[src/rtl/fetch_decode_pipe_regs_pkg.sv]
// Shared definitions for the fetch/decode pipeline register bank.
// Reset defaults, next-PC select encodings and control-bundle bit positions.
package pipe_pkg;

    localparam logic [31:0] RESET_PC_DEF  = 32'h0000_0000;
    localparam logic [31:0] NOP_INSTR_DEF = 32'h0000_0013;

    typedef enum logic [1:0] {
        PCSRC_PLUS4  = 2'b00,
        PCSRC_TARGET = 2'b01,
        PCSRC_ALU    = 2'b10,
        PCSRC_RSVD   = 2'b11
    } pcsrc_e;

    localparam int CTRL_W_DEF    = 10;
    localparam int CTRL_REGWRITE = 0;
    localparam int CTRL_MEMWRITE = 1;

    typedef struct packed {
        logic [31:0] instr;
        logic [31:0] pc;
        logic [31:0] pc_plus4;
        logic        valid;
    } ifid_t;

    // Only the two execute-stage targets count as a redirect; the reserved code falls back to PC+4.
    function automatic logic is_redirect(input logic [1:0] src);
        return (src == PCSRC_TARGET) || (src == PCSRC_ALU);
    endfunction

endpackage

[src/rtl/fetch_decode_pipe_regs_if.sv]
// Bundle of hazard controls, stage data and pipeline-register outputs.
// The slave side is the register bank, the master side is the surrounding core.
interface fetch_decode_pipe_regs_if #(
    parameter int CTRL_W = pipe_pkg::CTRL_W_DEF,
    parameter int CNT_W  = 32
);
    logic              StallF, StallD, FlushD, FlushE;
    logic [1:0]        PCSrcE;
    logic [31:0]       PCTargetE, ALUResultE;
    logic [31:0]       InstrF;
    logic [31:0]       RD1D, RD2D, ImmExtD;
    logic [CTRL_W-1:0] CtrlD;
    logic              cnt_clr;

    logic [31:0]       PCF;
    logic [31:0]       InstrD, PCD, PCPlus4D;
    logic              ValidD, ValidE;
    logic [4:0]        Rs1E, Rs2E, RdE;
    logic [31:0]       RD1E, RD2E, ImmExtE, PCE, PCPlus4E;
    logic [CTRL_W-1:0] CtrlE;
    logic [CNT_W-1:0]  StallCnt, FlushCnt;

    modport slave (
        input  StallF, StallD, FlushD, FlushE, PCSrcE, PCTargetE, ALUResultE,
               InstrF, RD1D, RD2D, ImmExtD, CtrlD, cnt_clr,
        output PCF, InstrD, PCD, PCPlus4D, ValidD, ValidE, Rs1E, Rs2E, RdE,
               RD1E, RD2E, ImmExtE, PCE, PCPlus4E, CtrlE, StallCnt, FlushCnt
    );

    modport master (
        output StallF, StallD, FlushD, FlushE, PCSrcE, PCTargetE, ALUResultE,
               InstrF, RD1D, RD2D, ImmExtD, CtrlD, cnt_clr,
        input  PCF, InstrD, PCD, PCPlus4D, ValidD, ValidE, Rs1E, Rs2E, RdE,
               RD1E, RD2E, ImmExtE, PCE, PCPlus4E, CtrlE, StallCnt, FlushCnt
    );
endinterface

[src/rtl/fetch_decode_pipe_regs_sat_counter.sv]
// Saturating up-counter with synchronous clear; clear beats increment.
// One cycle from condition to visible count; no backpressure.
module sat_counter #(
    parameter int W = 32
) (
    input  logic         clk,
    input  logic         rst_n,
    input  logic         inc_i,
    input  logic         clr_i,
    output logic [W-1:0] cnt_o
);
    logic [W-1:0] cnt_q, cnt_d;

    always_comb begin
        cnt_d = cnt_q;
        if (clr_i)
            cnt_d = '0;
        else if (inc_i && (cnt_q != {W{1'b1}}))
            cnt_d = cnt_q + W'(1);
    end

    always_ff @(posedge clk or negedge rst_n) begin
        if (!rst_n) cnt_q <= '0;
        else        cnt_q <= cnt_d;
    end

    assign cnt_o = cnt_q;
endmodule

[src/rtl/fetch_decode_pipe_regs.sv]
// PC, IF/ID and ID/EX registers driven by the hazard unit's stall/flush controls.
// One cycle per stage; StallF/StallD hold, FlushD/FlushE insert bubbles, redirects override StallF.
module fetch_decode_pipe_regs
    import pipe_pkg::*;
#(
    parameter logic [31:0] RESET_PC  = RESET_PC_DEF,
    parameter logic [31:0] NOP_INSTR = NOP_INSTR_DEF,
    parameter int          CTRL_W    = CTRL_W_DEF,
    parameter int          CNT_W     = 32
) (
    input logic clk,
    input logic rst_n,
    fetch_decode_pipe_regs_if.slave bus
);
    logic [31:0] pcf_q, pcf_d, pc_plus4f, pc_next;
    ifid_t       ifid_q, ifid_d;

    logic [31:0]       rd1e_q, rd1e_d, rd2e_q, rd2e_d, immexte_q, immexte_d;
    logic [31:0]       pce_q, pce_d, pcplus4e_q, pcplus4e_d;
    logic [4:0]        rs1e_q, rs1e_d, rs2e_q, rs2e_d, rde_q, rde_d;
    logic [CTRL_W-1:0] ctrle_q, ctrle_d;
    logic              valide_q, valide_d;

    assign pc_plus4f = pcf_q + 32'd4;

    always_comb begin
        pc_next = pc_plus4f;
        case (bus.PCSrcE)
            PCSRC_TARGET: pc_next = bus.PCTargetE;
            PCSRC_ALU:    pc_next = bus.ALUResultE;
            default:      pc_next = pc_plus4f;
        endcase
        pcf_d = (!bus.StallF || is_redirect(bus.PCSrcE)) ? pc_next : pcf_q;
    end

    always_comb begin
        ifid_d = ifid_q;
        if (bus.FlushD) begin
            ifid_d = '{instr: NOP_INSTR, pc: 32'd0, pc_plus4: 32'd0, valid: 1'b0};
        end else if (!bus.StallD) begin
            ifid_d = '{instr: bus.InstrF, pc: pcf_q, pc_plus4: pc_plus4f, valid: 1'b1};
        end
    end

    // Register fields come from the instruction currently held in D, so a bubble yields x0 everywhere.
    always_comb begin
        rd1e_d     = bus.RD1D;
        rd2e_d     = bus.RD2D;
        immexte_d  = bus.ImmExtD;
        pce_d      = ifid_q.pc;
        pcplus4e_d = ifid_q.pc_plus4;
        rs1e_d     = ifid_q.instr[19:15];
        rs2e_d     = ifid_q.instr[24:20];
        rde_d      = ifid_q.instr[11:7];
        ctrle_d    = bus.CtrlD;
        valide_d   = ifid_q.valid;
        if (bus.FlushE) begin
            rd1e_d     = '0;
            rd2e_d     = '0;
            immexte_d  = '0;
            pce_d      = '0;
            pcplus4e_d = '0;
            rs1e_d     = '0;
            rs2e_d     = '0;
            rde_d      = '0;
            ctrle_d    = '0;
            valide_d   = 1'b0;
        end
    end

    always_ff @(posedge clk or negedge rst_n) begin
        if (!rst_n) begin
            pcf_q      <= RESET_PC;
            ifid_q     <= '{instr: NOP_INSTR, pc: 32'd0, pc_plus4: 32'd0, valid: 1'b0};
            rd1e_q     <= '0;
            rd2e_q     <= '0;
            immexte_q  <= '0;
            pce_q      <= '0;
            pcplus4e_q <= '0;
            rs1e_q     <= '0;
            rs2e_q     <= '0;
            rde_q      <= '0;
            ctrle_q    <= '0;
            valide_q   <= 1'b0;
        end else begin
            pcf_q      <= pcf_d;
            ifid_q     <= ifid_d;
            rd1e_q     <= rd1e_d;
            rd2e_q     <= rd2e_d;
            immexte_q  <= immexte_d;
            pce_q      <= pce_d;
            pcplus4e_q <= pcplus4e_d;
            rs1e_q     <= rs1e_d;
            rs2e_q     <= rs2e_d;
            rde_q      <= rde_d;
            ctrle_q    <= ctrle_d;
            valide_q   <= valide_d;
        end
    end

    sat_counter #(.W(CNT_W)) u_stall_cnt (
        .clk   (clk),
        .rst_n (rst_n),
        .inc_i (bus.StallD),
        .clr_i (bus.cnt_clr),
        .cnt_o (bus.StallCnt)
    );

    sat_counter #(.W(CNT_W)) u_flush_cnt (
        .clk   (clk),
        .rst_n (rst_n),
        .inc_i (bus.FlushE),
        .clr_i (bus.cnt_clr),
        .cnt_o (bus.FlushCnt)
    );

    assign bus.PCF      = pcf_q;
    assign bus.InstrD   = ifid_q.instr;
    assign bus.PCD      = ifid_q.pc;
    assign bus.PCPlus4D = ifid_q.pc_plus4;
    assign bus.ValidD   = ifid_q.valid;
    assign bus.ValidE   = valide_q;
    assign bus.Rs1E     = rs1e_q;
    assign bus.Rs2E     = rs2e_q;
    assign bus.RdE      = rde_q;
    assign bus.RD1E     = rd1e_q;
    assign bus.RD2E     = rd2e_q;
    assign bus.ImmExtE  = immexte_q;
    assign bus.PCE      = pce_q;
    assign bus.PCPlus4E = pcplus4e_q;
    assign bus.CtrlE    = ctrle_q;
endmodule

[src/flat_wrapper.sv]
// flat-port wrapper written by rule: the top's interface ports become plain ports
module fetch_decode_pipe_regs_flat import pipe_pkg::*;
#(
    parameter logic [31:0] RESET_PC  = RESET_PC_DEF,
    parameter logic [31:0] NOP_INSTR = NOP_INSTR_DEF,
    parameter int          CTRL_W    = CTRL_W_DEF,
    parameter int          CNT_W     = 32
)
  (clk, rst_n, bus_StallF, bus_StallD, bus_FlushD, bus_FlushE, bus_PCSrcE, bus_PCTargetE, bus_ALUResultE, bus_InstrF, bus_RD1D, bus_RD2D, bus_ImmExtD, bus_CtrlD, bus_cnt_clr, bus_PCF, bus_InstrD, bus_PCD, bus_PCPlus4D, bus_ValidD, bus_ValidE, bus_Rs1E, bus_Rs2E, bus_RdE, bus_RD1E, bus_RD2E, bus_ImmExtE, bus_PCE, bus_PCPlus4E, bus_CtrlE, bus_StallCnt, bus_FlushCnt);
  fetch_decode_pipe_regs_if #(.CTRL_W(CTRL_W), .CNT_W(CNT_W)) bus_i ();
  input logic clk;
  input logic rst_n;
  input wire logic [$bits(bus_i.StallF)-1:0] bus_StallF;
  input wire logic [$bits(bus_i.StallD)-1:0] bus_StallD;
  input wire logic [$bits(bus_i.FlushD)-1:0] bus_FlushD;
  input wire logic [$bits(bus_i.FlushE)-1:0] bus_FlushE;
  input wire logic [$bits(bus_i.PCSrcE)-1:0] bus_PCSrcE;
  input wire logic [$bits(bus_i.PCTargetE)-1:0] bus_PCTargetE;
  input wire logic [$bits(bus_i.ALUResultE)-1:0] bus_ALUResultE;
  input wire logic [$bits(bus_i.InstrF)-1:0] bus_InstrF;
  input wire logic [$bits(bus_i.RD1D)-1:0] bus_RD1D;
  input wire logic [$bits(bus_i.RD2D)-1:0] bus_RD2D;
  input wire logic [$bits(bus_i.ImmExtD)-1:0] bus_ImmExtD;
  input wire logic [$bits(bus_i.CtrlD)-1:0] bus_CtrlD;
  input wire logic [$bits(bus_i.cnt_clr)-1:0] bus_cnt_clr;
  output wire logic [$bits(bus_i.PCF)-1:0] bus_PCF;
  output wire logic [$bits(bus_i.InstrD)-1:0] bus_InstrD;
  output wire logic [$bits(bus_i.PCD)-1:0] bus_PCD;
  output wire logic [$bits(bus_i.PCPlus4D)-1:0] bus_PCPlus4D;
  output wire logic [$bits(bus_i.ValidD)-1:0] bus_ValidD;
  output wire logic [$bits(bus_i.ValidE)-1:0] bus_ValidE;
  output wire logic [$bits(bus_i.Rs1E)-1:0] bus_Rs1E;
  output wire logic [$bits(bus_i.Rs2E)-1:0] bus_Rs2E;
  output wire logic [$bits(bus_i.RdE)-1:0] bus_RdE;
  output wire logic [$bits(bus_i.RD1E)-1:0] bus_RD1E;
  output wire logic [$bits(bus_i.RD2E)-1:0] bus_RD2E;
  output wire logic [$bits(bus_i.ImmExtE)-1:0] bus_ImmExtE;
  output wire logic [$bits(bus_i.PCE)-1:0] bus_PCE;
  output wire logic [$bits(bus_i.PCPlus4E)-1:0] bus_PCPlus4E;
  output wire logic [$bits(bus_i.CtrlE)-1:0] bus_CtrlE;
  output wire logic [$bits(bus_i.StallCnt)-1:0] bus_StallCnt;
  output wire logic [$bits(bus_i.FlushCnt)-1:0] bus_FlushCnt;
  assign bus_i.StallF = bus_StallF;
  assign bus_i.StallD = bus_StallD;
  assign bus_i.FlushD = bus_FlushD;
  assign bus_i.FlushE = bus_FlushE;
  assign bus_i.PCSrcE = bus_PCSrcE;
  assign bus_i.PCTargetE = bus_PCTargetE;
  assign bus_i.ALUResultE = bus_ALUResultE;
  assign bus_i.InstrF = bus_InstrF;
  assign bus_i.RD1D = bus_RD1D;
  assign bus_i.RD2D = bus_RD2D;
  assign bus_i.ImmExtD = bus_ImmExtD;
  assign bus_i.CtrlD = bus_CtrlD;
  assign bus_i.cnt_clr = bus_cnt_clr;
  assign bus_PCF = bus_i.PCF;
  assign bus_InstrD = bus_i.InstrD;
  assign bus_PCD = bus_i.PCD;
  assign bus_PCPlus4D = bus_i.PCPlus4D;
  assign bus_ValidD = bus_i.ValidD;
  assign bus_ValidE = bus_i.ValidE;
  assign bus_Rs1E = bus_i.Rs1E;
  assign bus_Rs2E = bus_i.Rs2E;
  assign bus_RdE = bus_i.RdE;
  assign bus_RD1E = bus_i.RD1E;
  assign bus_RD2E = bus_i.RD2E;
  assign bus_ImmExtE = bus_i.ImmExtE;
  assign bus_PCE = bus_i.PCE;
  assign bus_PCPlus4E = bus_i.PCPlus4E;
  assign bus_CtrlE = bus_i.CtrlE;
  assign bus_StallCnt = bus_i.StallCnt;
  assign bus_FlushCnt = bus_i.FlushCnt;
  fetch_decode_pipe_regs #(.RESET_PC(RESET_PC), .NOP_INSTR(NOP_INSTR), .CTRL_W(CTRL_W), .CNT_W(CNT_W)) u_core (.clk(clk), .rst_n(rst_n), .bus(bus_i));
endmodule
[config.mk]
export PLATFORM = sky130hd
export DESIGN_NAME = fetch_decode_pipe_regs_flat
export DESIGN_NICKNAME = d
export VERILOG_FILES = /design/src/rtl/fetch_decode_pipe_regs_pkg.sv /design/src/rtl/fetch_decode_pipe_regs_if.sv /design/src/rtl/fetch_decode_pipe_regs_sat_counter.sv /design/src/rtl/fetch_decode_pipe_regs.sv /design/src/flat_wrapper.sv
export SDC_FILE = /design/constraint.sdc
export NUM_CORES = 1
export LEC_CHECK = 0
export CAP_MARGIN = 25
export CORE_AREA = 5 5 224 226
export DETAILED_ROUTE_END_ITERATION = 6
export DIE_AREA = 0 0 229 231
export GPL_TIMING_DRIVEN = 0
export PLACE_DENSITY = 0.6
export RECOVER_POWER = 100
export SLEW_MARGIN = 40
export SYNTH_ARGS = -nofsm -noshare
export SYNTH_HDL_FRONTEND = slang
export SYNTH_SLANG_ARGS = --single-unit
[constraint.sdc]
create_clock -name clk -period 6.2 [get_ports clk]
set_input_delay 0.93 -clock clk [delete_from_list [all_inputs] [get_ports clk]]
set_output_delay 0.93 -clock clk [all_outputs]
set_load 0.05 [all_outputs]
Word-level counts from Yosys, hierarchy flattened
Cells that the tools add are included.
{ "classes": {"n_eq_ne": 5, "muxes": 17, "add_sub_neg": 3, "reduce_logical": 7} }
{ "ops": {"columns": ["op", "n"], "rows": [
  ["2-to-1 mux 32 bit", 9],
  ["2-to-1 mux 97 bit", 2],
  ["adder 32 x 1 -> 32 bit (second input constant)", 2],
  ["!= test 32 bit (second input constant)", 2],
  ["one-hot mux 32 bit (2 select lines)", 1],
  ["adder 32 x 3 -> 32 bit (second input constant)", 1],
  ["2-to-1 mux 5 bit", 3],
  ["2-to-1 mux 10 bit", 1],
  ["nonzero test 2 bit", 2],
  ["== test 2 x 1 -> 1 bit (second input constant)", 1],
  ["== test 2 bit (second input constant)", 1],
  ["logical AND 1 bit", 2],
  ["logical OR 1 bit", 2],
  ["!= test 2 x 1 -> 1 bit (second input constant)", 1],
  ["zero test 1 bit", 1],
  ["2-to-1 mux 1 bit", 1]
]} }
{ "totals": {"inputBits": 211, "regBits": 379, "elab_cells": 49} }

Logic depth before layout (Yosys ltp)
Gate-level depths: netlist of the first run.
{ "logic_depth": {"ltp_word": 4, "mapped_depth": 8} }

Modules after synthesis
Synthesis of the first run repeated with hierarchy kept, for this count alone.
{ "hier_totals": {"cells_unflattened": 1406, "area_unflattened_um2": 15874.0} }
{ "by_module_without_submodules": {"columns": ["mod", "area_each_um2", "instances", "cells_per_inst"], "rows": [
  ["fetch_decode_pipe_regs", 12165.4, 1, 1010],
  ["sat_counter", 1854.3, 2, 198]
]} }

Least setup slack after synthesis of the first run
No wires, ideal clock.
{ "synth_path": {"kind": "register to register", "start": "reg u_core.pcf_q[2] (netlist: u_core.bus.PCF[2])", "end": "reg u_core.pcf_q[28] (netlist: u_core.bus.PCF[28])", "required_time_ns": 6.063, "period_less_slack_ns": 2.601, "path_slack_ns": 3.599, "stages_incl_launch_ff": 9, "t_arrival_ns": 2.464, "path_cell_list": "dfrtp_1 > ha_1 > nand3_1 > or4_1 > buf_2 > buf_6 > nor4_1 > xnor2_1 > a21oi_1"} }
{ "synth_via": {"elab_chain_len": 2} }
{ "synth_lines": {"columns": ["element", "line", "rtl"], "rows": [
  ["start, declared", "fetch_decode_pipe_regs.sv:15", "logic [31:0] pcf_q, pcf_d, pc_plus4f, pc_next;"],
  ["start signal, assigned", "fetch_decode_pipe_regs.sv:86", "pcf_q <= pcf_d;"],
  ["adder 32 x 3 -> 32 bit", "fetch_decode_pipe_regs.sv:24", "assign pc_plus4f = pcf_q + 32'd4;"],
  ["one-hot mux 32 bit (2 select lines)", "fetch_decode_pipe_regs.sv:28", "case (bus.PCSrcE)"]
]} }
No other way between the ends.
A chain may end at the register's enable or synchronous reset.

==> summary.txt, run 1 <==
Route
  • Max layer used: met4
  • Vias per std cell: 4.83
  • Metal1 wirelength: 23700 um
  • Antenna viol nets, final: 0
  • Final Routed Wirelength: 58600 um
  • Routed WL per cell: 21.8 um
  • Drt first pass iters: 7
  • Via count: 12986
  • DRT iter0 DRCs: 668
  • WL met2: 29100 um
  • Metal3 WL: 4320 um
  • # DRC: 0

Synthesis
  • Syn_nets: 1610
  • Seq cells post-synth: 375
  • Post-synth top area cell: dfrtp_1
  • Number of synthesized flops with an enable pin: 0
  • Most area-consuming cells after synthesis: dfrtp_1 (60%), nor2b_1 (7.7%), mux2i_1 (4.2%)
  • YS warnings: 0
  • Yosys cell types: 50
  • Fraction of registers with async set or reset after synthesis: 1.00
  • Synth top area share: 0.598
  • Post-Syn Area: 15600 um2
  • Cell count after synthesis: 1394
  • Synth Area per Inst: 11.2 um2
  • Most used flip-flop cell after synthesis: dfrtp_1
  • Register area share after synthesis: 0.603

CTS
  • Htree depth: 2
  • Clock Tree Buf Depth: 3
  • CTS buffer count: 44
  • CTS resizes: 0
  • CTS root buf: clkbuf_16
  • Clock latency on the worst-skew pair: 0.57 ns
  • Clock transition at the registers of the reported paths: 0.05 ns
  • Sink Count: 375
  • CTS tree: yes
  • Hold_buf cts: 0
  • Post-CTS setup repair buffer count: 0

Global route
  • Gr usage total: 0.215
  • Initial antenna violation count: 1
  • Grt ovf: 0
  • Vias in the first global route: 13710
  • Global-route wire length before repair: 88100 um
  • Largest net degree at the start of global routing: 73

Setup path
  • Crit Path Class: in -> async
  • Biggest cell delay along the critical path: 2.15 ns
  • Top cell by count, worst path: buf_16
  • CP endpoint kind: asynchronous set/reset pin
  • Buf+Inv Stages, Crit Path: 3
  • Largest delay share family, worst path: buffers and inverters
  • Crit start category: input pin
  • Worst path arrival time: 3.94 ns
  • Crit Path Max Fanout: 72
  • Critical-path top delay cell: clkbuf_1
  • WP data required: 6.89 ns
  • Critical-path cell list: clkbuf_1 > buf_16 > buf_16

STA
  • Fin. max-slew vios: 52
  • Skew final: 0.0191 ns
  • Worst Max-Slew Pin Slew: 3.10 ns
  • Hold Violations, Final: 0
  • Worst relative slew slack: -1.07
  • Final period util: 0.524
  • Setup WS post-layout: 2.95 ns
  • FMAX: 0.308 GHz
  • Crit path time final: 3.25 ns
  • RSZ-0062 raised after global routing: false
  • Setup-failing EPs final: 0

Floorplanning
  • Initial Util: 0.323
  • FP Rows: 81
  • Die Span Y: 231 um
  • Core ar.: 48100 um2
  • Die area: 52900 um2
  • IO Pins: 590
  • Die X: 229 um

Min path
  • HP Class: reg -> reg

Placement
  • Placed Area: 22400 um2
  • Setup WS pre-CTS: 2.91 ns
  • PortBufs: 586
  • Dpl hpwl: 45200 um
  • GP Congestion: 0.879
  • Placed insts: 2607

Flow run
  • Max_cap viols: 1

Cells and area
  • Leading cell type in the layout, fill and taps excluded: dlygate4sd3_1
  • Final instance count without filler cells: 2688
  • Most frequent cells in the layout: dlygate4sd3_1 (382), dfrtp_1 (372), clkdlybuf4s50_1 (203), nor2b_1 (191), nor2_1 (138)
  • Layout cells sized above 1: 0.0547
  • Final instance area: 23700 um2
  • Layout Area Growth over Synthesis: 52.4%
  • Final net count: 2247

Pwr
  • Power density over cell area: 281 nW/um2
  • Peak VDD IR: 0.000189 V
  • Leak: 10.8 nW

Outcome
  • Status: complete, but fails checks
  • Failing checks: capacitance limit, slew limit
state kept, by name, summed over array words and instances (netlist names):
signal and flops:
u_core.bus.RdE 5, u_core.bus.PCPlus4D 32, u_core.bus.RD2E 32, u_core.u_flush_cnt.cnt_o 32, u_core.bus.PCPlus4E 30, u_core.bus.RD1E 32, u_core.bus.Rs2E 5, u_core.bus.ValidE 1
u_core.bus.CtrlE 10, u_core.bus.InstrD 32, u_core.bus.ImmExtE 32, u_core.u_stall_cnt.cnt_o 32, u_core.bus.PCF 32, u_core.bus.PCE 32, u_core.bus.Rs1E 5, u_core.bus.ValidD 1
u_core.bus.PCD 30
cell type report:
type                       instances  area (um2)
fill                            4484       24400
sequential                       375        9390
timing repair buffer             591        6000
multi-input combinational        903        5700
clock buffer                      65        1300
tap                              622         778
buffer                           101         407
clock inverter                    15        97.6
inverter                          15        56.3
antenna                            1        2.50
through the flow:
step	util	hold slack, ns	power, mW	TNS [ns]
6_report	0.493	0.495	6.67	0
5_1_grt	0.493	0.540	6.96	0
4_1_cts	0.494	0.276	6.84	0
3_5_place_dp	0.465	0.496	4.28	0
3_3_place_gp	0.461	0.496	4.27	-4745.35
2_1_floorplan	-	0.634	3.58	0
worst min-delay path, cell delays in order, from the launching register on:
cell and delay (ns):
dfrtp_1 0.33, inv_1 0.05, nor2_1 0.07
per-layer routing:
metal,vias to the layer above,track usage
met5,-,0
met4,0,0.0596
met3,79,0.0660
met2,460,0.365
met1,6377,0.269
li1,6070,-
cells in the mapped netlist (2+ instances only):
master	count
clkbuf_1	78
buf_1	7
a221oi_1	31
o31ai_1	8
a311oi_1	4
a211o_1	3
nor4b_1	3
nor2_1	138
nor3_1	21
nor2b_1	191
nand2_1	68
xnor2_1	62
and3_1	12
a21o_1	2
nand2b_1	4
a21oi_1	70
a31oi_1	5
mux2i_1	66
or3_1	24
inv_1	14
a211oi_1	17
a2111oi_0	10
dfrtp_1	372
and2_1	3
xor2_1	14
or4_1	7
nor4_1	18
mux2_2	7
a31o_2	2
nand3_1	24
and4_1	11
a22oi_1	2
or2_2	8
dfstp_2	3
buf_2	11
nand4_1	28
o21ai_0	26
ha_1	5
buf_4	4
final timing paths:
path | startpoint | endpoint | slack, ns | cells past startpoint
setup / recovery | rst_n | u_core.bus.PCE[5] | 2.95 | 3
hold / removal | u_core.bus.PCPlus4D[27] | u_core.bus.PCPlus4E[27] | 0.50 | 2
setup reg to reg | u_core.bus.PCF[2] | u_core.bus.PCF[28] | 3.37 | 8
hold reg to reg | u_core.bus.PCPlus4D[27] | u_core.bus.PCPlus4E[27] | 0.50 | 2
max in group clk | u_core.bus.PCF[2] | bus_PCF[2] | 3.22 | 1
min in group asynchronous | rst_n | u_core.bus.CtrlE[7] | 1.40 | 1
power breakdown:
group / leakage (nW) / switching [mW] / internal (mW)
logic: 5.11 / 0.963 / 0.481
registers: 4.96 / 0.124 / 2.60
clock network: 0.693 / 1.05 / 1.46
logic make-up (layout without fill, tap and decap cells):
| family | after synthesis | after routing | synth area share |
|---|---|---|---|
| and+or+nand+nor | 566 | 566 | 0.195 |
| DFF | 375 | 375 | 0.603 |
| AOI/OAI and AO/OA | 183 | 183 | 0.0770 |
| buffers and inverters | 116 | 787 | 0.0303 |
| xor gates and xnor gates | 76 | 76 | 0.0428 |
| muxes | 73 | 73 | 0.0475 |
| adders and majority gates | 5 | 5 | 0.00402 |
| other | 0 | 1 | 0 |
Power figures use the tool's default switching activity.
==> run 2, diff against run 1 <==
- CORE_AREA: 5 5 224 226 -> 5 5 229 231
- DIE_AREA: 0 0 229 231 -> 0 0 234 236
- clock period: 6.2 -> 2.79 ns (I/O delays scaled with it)
==> run 2 against run 1 <==
  * The run now ends clean
  * Sequential power grew 120%
  * Clock power grew 130%
  * Clock skew grew 0.00090 ns
  * Combinational power grew 120%
  * First-iteration DRC count grew 16%
  * Count of clock-buffer cells in the layout shrank 5
  * Via count is essentially flat
  * Non-clock buffer count grew 2
  * Wire length grew 0.84%
  * Critical path type is now reg -> reg
  * Critical endpoint is now u_core.bus.PCF[28]
==> summary.txt, run 2 (same netlist as run 1, synthesis figures left out) <==
Floorplanning
  • Die X: 234 um (+2.2%)
  • Die Span Y: 236 um (+2.2%)
  • IO Pins: 590 (unchanged)
  • Core ar.: 49900 um2 (+3.6%)
  • Initial Util: 0.312 (-0.0112)
  • Die area: 55200 um2 (+4.4%)
  • FP Rows: 82 (+1.2%)

Outcome
  • Status: finished, final reports clean

Pwr
  • Leak: 10.8 nW (+0.15%)
  • Sw Share: 0.320 (-0.000709)
  • Internal power: 10.2 mW (+130%)
  • Combinational power share: 0.213 (-0.003)
  • Clock power frac: 0.385 (+0.009)
  • Sequential share of power: 0.402 (-0.006)
  • Peak VDD IR: 0.000418 V (+120%)
  • Sw Pwr: 4.81 mW (+120%)
  • Power density over cell area: 632 nW/um2 (+120%)

Cells and area
  • Most frequent cells in the layout: dlygate4sd3_1 (383), dfrtp_1 (371), clkdlybuf4s50_1 (203), nor2b_1 (191), nor2_1 (138)
  • Leading cell type in the layout, fill and taps excluded: dlygate4sd3_1
  • Fillers: 4663 (+4.0%)
  • Final net count: 2249 (+0.089%)
  • Layout Area Growth over Synthesis: 52.9%
  • Layout cells sized above 1: 0.0557 (+0.000996)
  • Final instance count without filler cells: 2738 (+1.9%)

CTS
  • CTS root buf: clkbuf_16
  • Clock latency on the worst-skew pair: 0.58 ns (about the same)
  • Clock Tree Buf Depth: 3 (unchanged)
  • Htree depth: 2 (unchanged)
  • CTS tree: yes
  • Clock transition at the registers of the reported paths: 0.06 ns (about the same)
  • Sink Count: 375 (unchanged)
  • CTS buffer count: 44 (unchanged)

Setup path
  • Critical-path cell list: ha_1 > nand3_1 > or4_1 > buf_2 > buf_6 > nor4_1 > xnor2_1 > a21oi_1
  • Crit start category: register
  • Biggest cell delay along the critical path: 0.59 ns (-1.56 ns)
  • WP data required: 3.22 ns (-3.67 ns)
  • Crit Path Max Fanout: 10 (-86%)
  • Worst path arrival time: 3.06 ns (-0.88 ns)
  • Critical-path top delay cell: or4_1
  • CP endpoint kind: register
  • Crit Path Class: reg -> reg

Route
  • Routed WL per cell: 21.6 um (-1.0%)
  • Antenna viol nets, final: 0 (unchanged)
  • DRT iter0 DRCs: 775 (+16%)
  • Vias per std cell: 4.74 (-1.9%)
  • # DRC: 0 (unchanged)
  • Via count: 12974 (-0.092%)
  • Drt first pass iters: 5 (-2)
  • Final Routed Wirelength: 59100 um (+0.84%)

Flow run
  • Max_cap viols: 0 (-1)

STA
  • Setup-failing EPs final: 0 (unchanged)
  • Worst relative slew slack: 0.334 (+1.40)
  • FMAX: 0.380 GHz
  • RSZ-0062 raised after global routing: false
  • Worst Max-Slew Pin Slew: 1.00 ns (-2.10 ns)
  • Hold Violations, Final: 0 (unchanged)
  • Skew final: 0.0200 ns (+0.000899 ns)
  • Fin. max-slew vios: 0 (-100%)
  • Hold Slack: 0.357 ns (-0.138 ns)
  • Crit path time final: 2.63 ns
  • Setup WS post-layout: 0.156 ns (-2.80 ns)
  • Final period util: 0.944
  • Sum of negative setup slack: 0 ns (unchanged)

Placement
  • GP Congestion: 0.861 (-2.0%)
  • Dpl hpwl: 45800 um (+1.3%)
  • Placed insts: 2658 (+2.0%)
  • Setup WS pre-CTS: -0.175 ns (-3.09 ns)
  • PortBufs: 586 (unchanged)

Global route
  • Grt ovf: 0 (unchanged)
  • Grt met1 use: 0.268 (-0.00115)
  • Global-route wire length before repair: 87600 um (-0.65%)
  • Vias in the first global route: 13451 (-1.9%)
  • Largest net degree at the start of global routing: 69 (-5.5%)
  • Met2 Use GR: 0.352 (-0.0123)
  • M3 GR Usage: 0.0511 (-0.0149)
  • Initial antenna violation count: 2 (+1)
  • Gr usage total: 0.207 (-0.00817)
  • Busiest layer in global routing: met2

Min path
  • HP Class: in -> reg
-- run 2: final timing paths --
path | slack (ns) | cells past startpoint | from | to
setup / recovery | 0.16 | 8 | u_core.bus.PCF[3] | u_core.bus.PCF[28]
hold / removal | 0.36 | 4 | bus_StallD | u_core.u_stall_cnt.cnt_o[5]
setup reg to reg | 0.16 | 8 | u_core.bus.PCF[3] | u_core.bus.PCF[28]
hold reg to reg | 0.51 | 2 | u_core.bus.InstrD[12] | u_core.bus.InstrD[12]
max in group asynchronous | 0.48 | 4 | rst_n | u_core.bus.PCE[13]
min in group asynchronous | 0.38 | 2 | rst_n | u_core.bus.RD2E[31]
-- run 2: layout make-up --
class                   count  area, um2  share of cell area
flip-flops and latches    375       9390               0.394
repair buffers            593       5970               0.251
multi-input cells         903       5700               0.239
clock buffers              60       1240              0.0521
diodes                      2       5.00            0.000210
clock inverters            17        198             0.00830
well taps                 672        841              0.0353
plain buffers             101        414              0.0174
inverters                  15       56.3             0.00236
-- run 2: routing by layer --
layer,share of wire,routed length (um)
met4,0.020,1170
met2,0.50,29400
met1,0.42,24500
met5,0,0
met3,0.066,3930
-- run 2: power by group through the flow --
stage	logic [mW]	clock network (mW)	registers (mW)
2_1_floorplan	0.707	0	7.26
3_3_place_gp	3.34	0	6.17
3_5_place_dp	3.37	0	6.16
4_1_cts	3.39	5.94	6.07
5_1_grt	3.40	6.13	6.10
6_report	3.21	5.79	6.05
-- run 2: through the flow --
step | utilization | power (mW) | cell area, um2
final | 0.478 | 15.0 | 23800
after global placement | 0.447 | 9.50 | 22300
after global routing | 0.478 | 15.6 | 23800
after CTS | 0.479 | 15.4 | 23900
after floorplan | - | 7.96 | 15600
after detailed placement | 0.450 | 9.53 | 22400
-- run 2: what timing repair did --
| item | CTS | global route |
|---|---|---|
| hold buffers | 1 | 0 |
| endpoints found under the hold margin | 63 | 0 |
| endpoints found under the setup margin | 0 | 2 |
| gates resized for setup | 0 | 1 |
| setup buffers | 0 | 0 |
-- run 2: critical path, delay by kind of cell (launching register included) --
| kind | cells | cell delay, ns |
|---|---|---|
| xor gates and xnor gates | 1 | 0.16 |
| DFF | 1 | 0.48 |
| adders and majority gates | 1 | 0.29 |
| and+or+nand+nor | 3 | 1.12 |
| AOI/OAI and AO/OA | 1 | 0.08 |
| buffers and inverters | 2 | 0.36 |
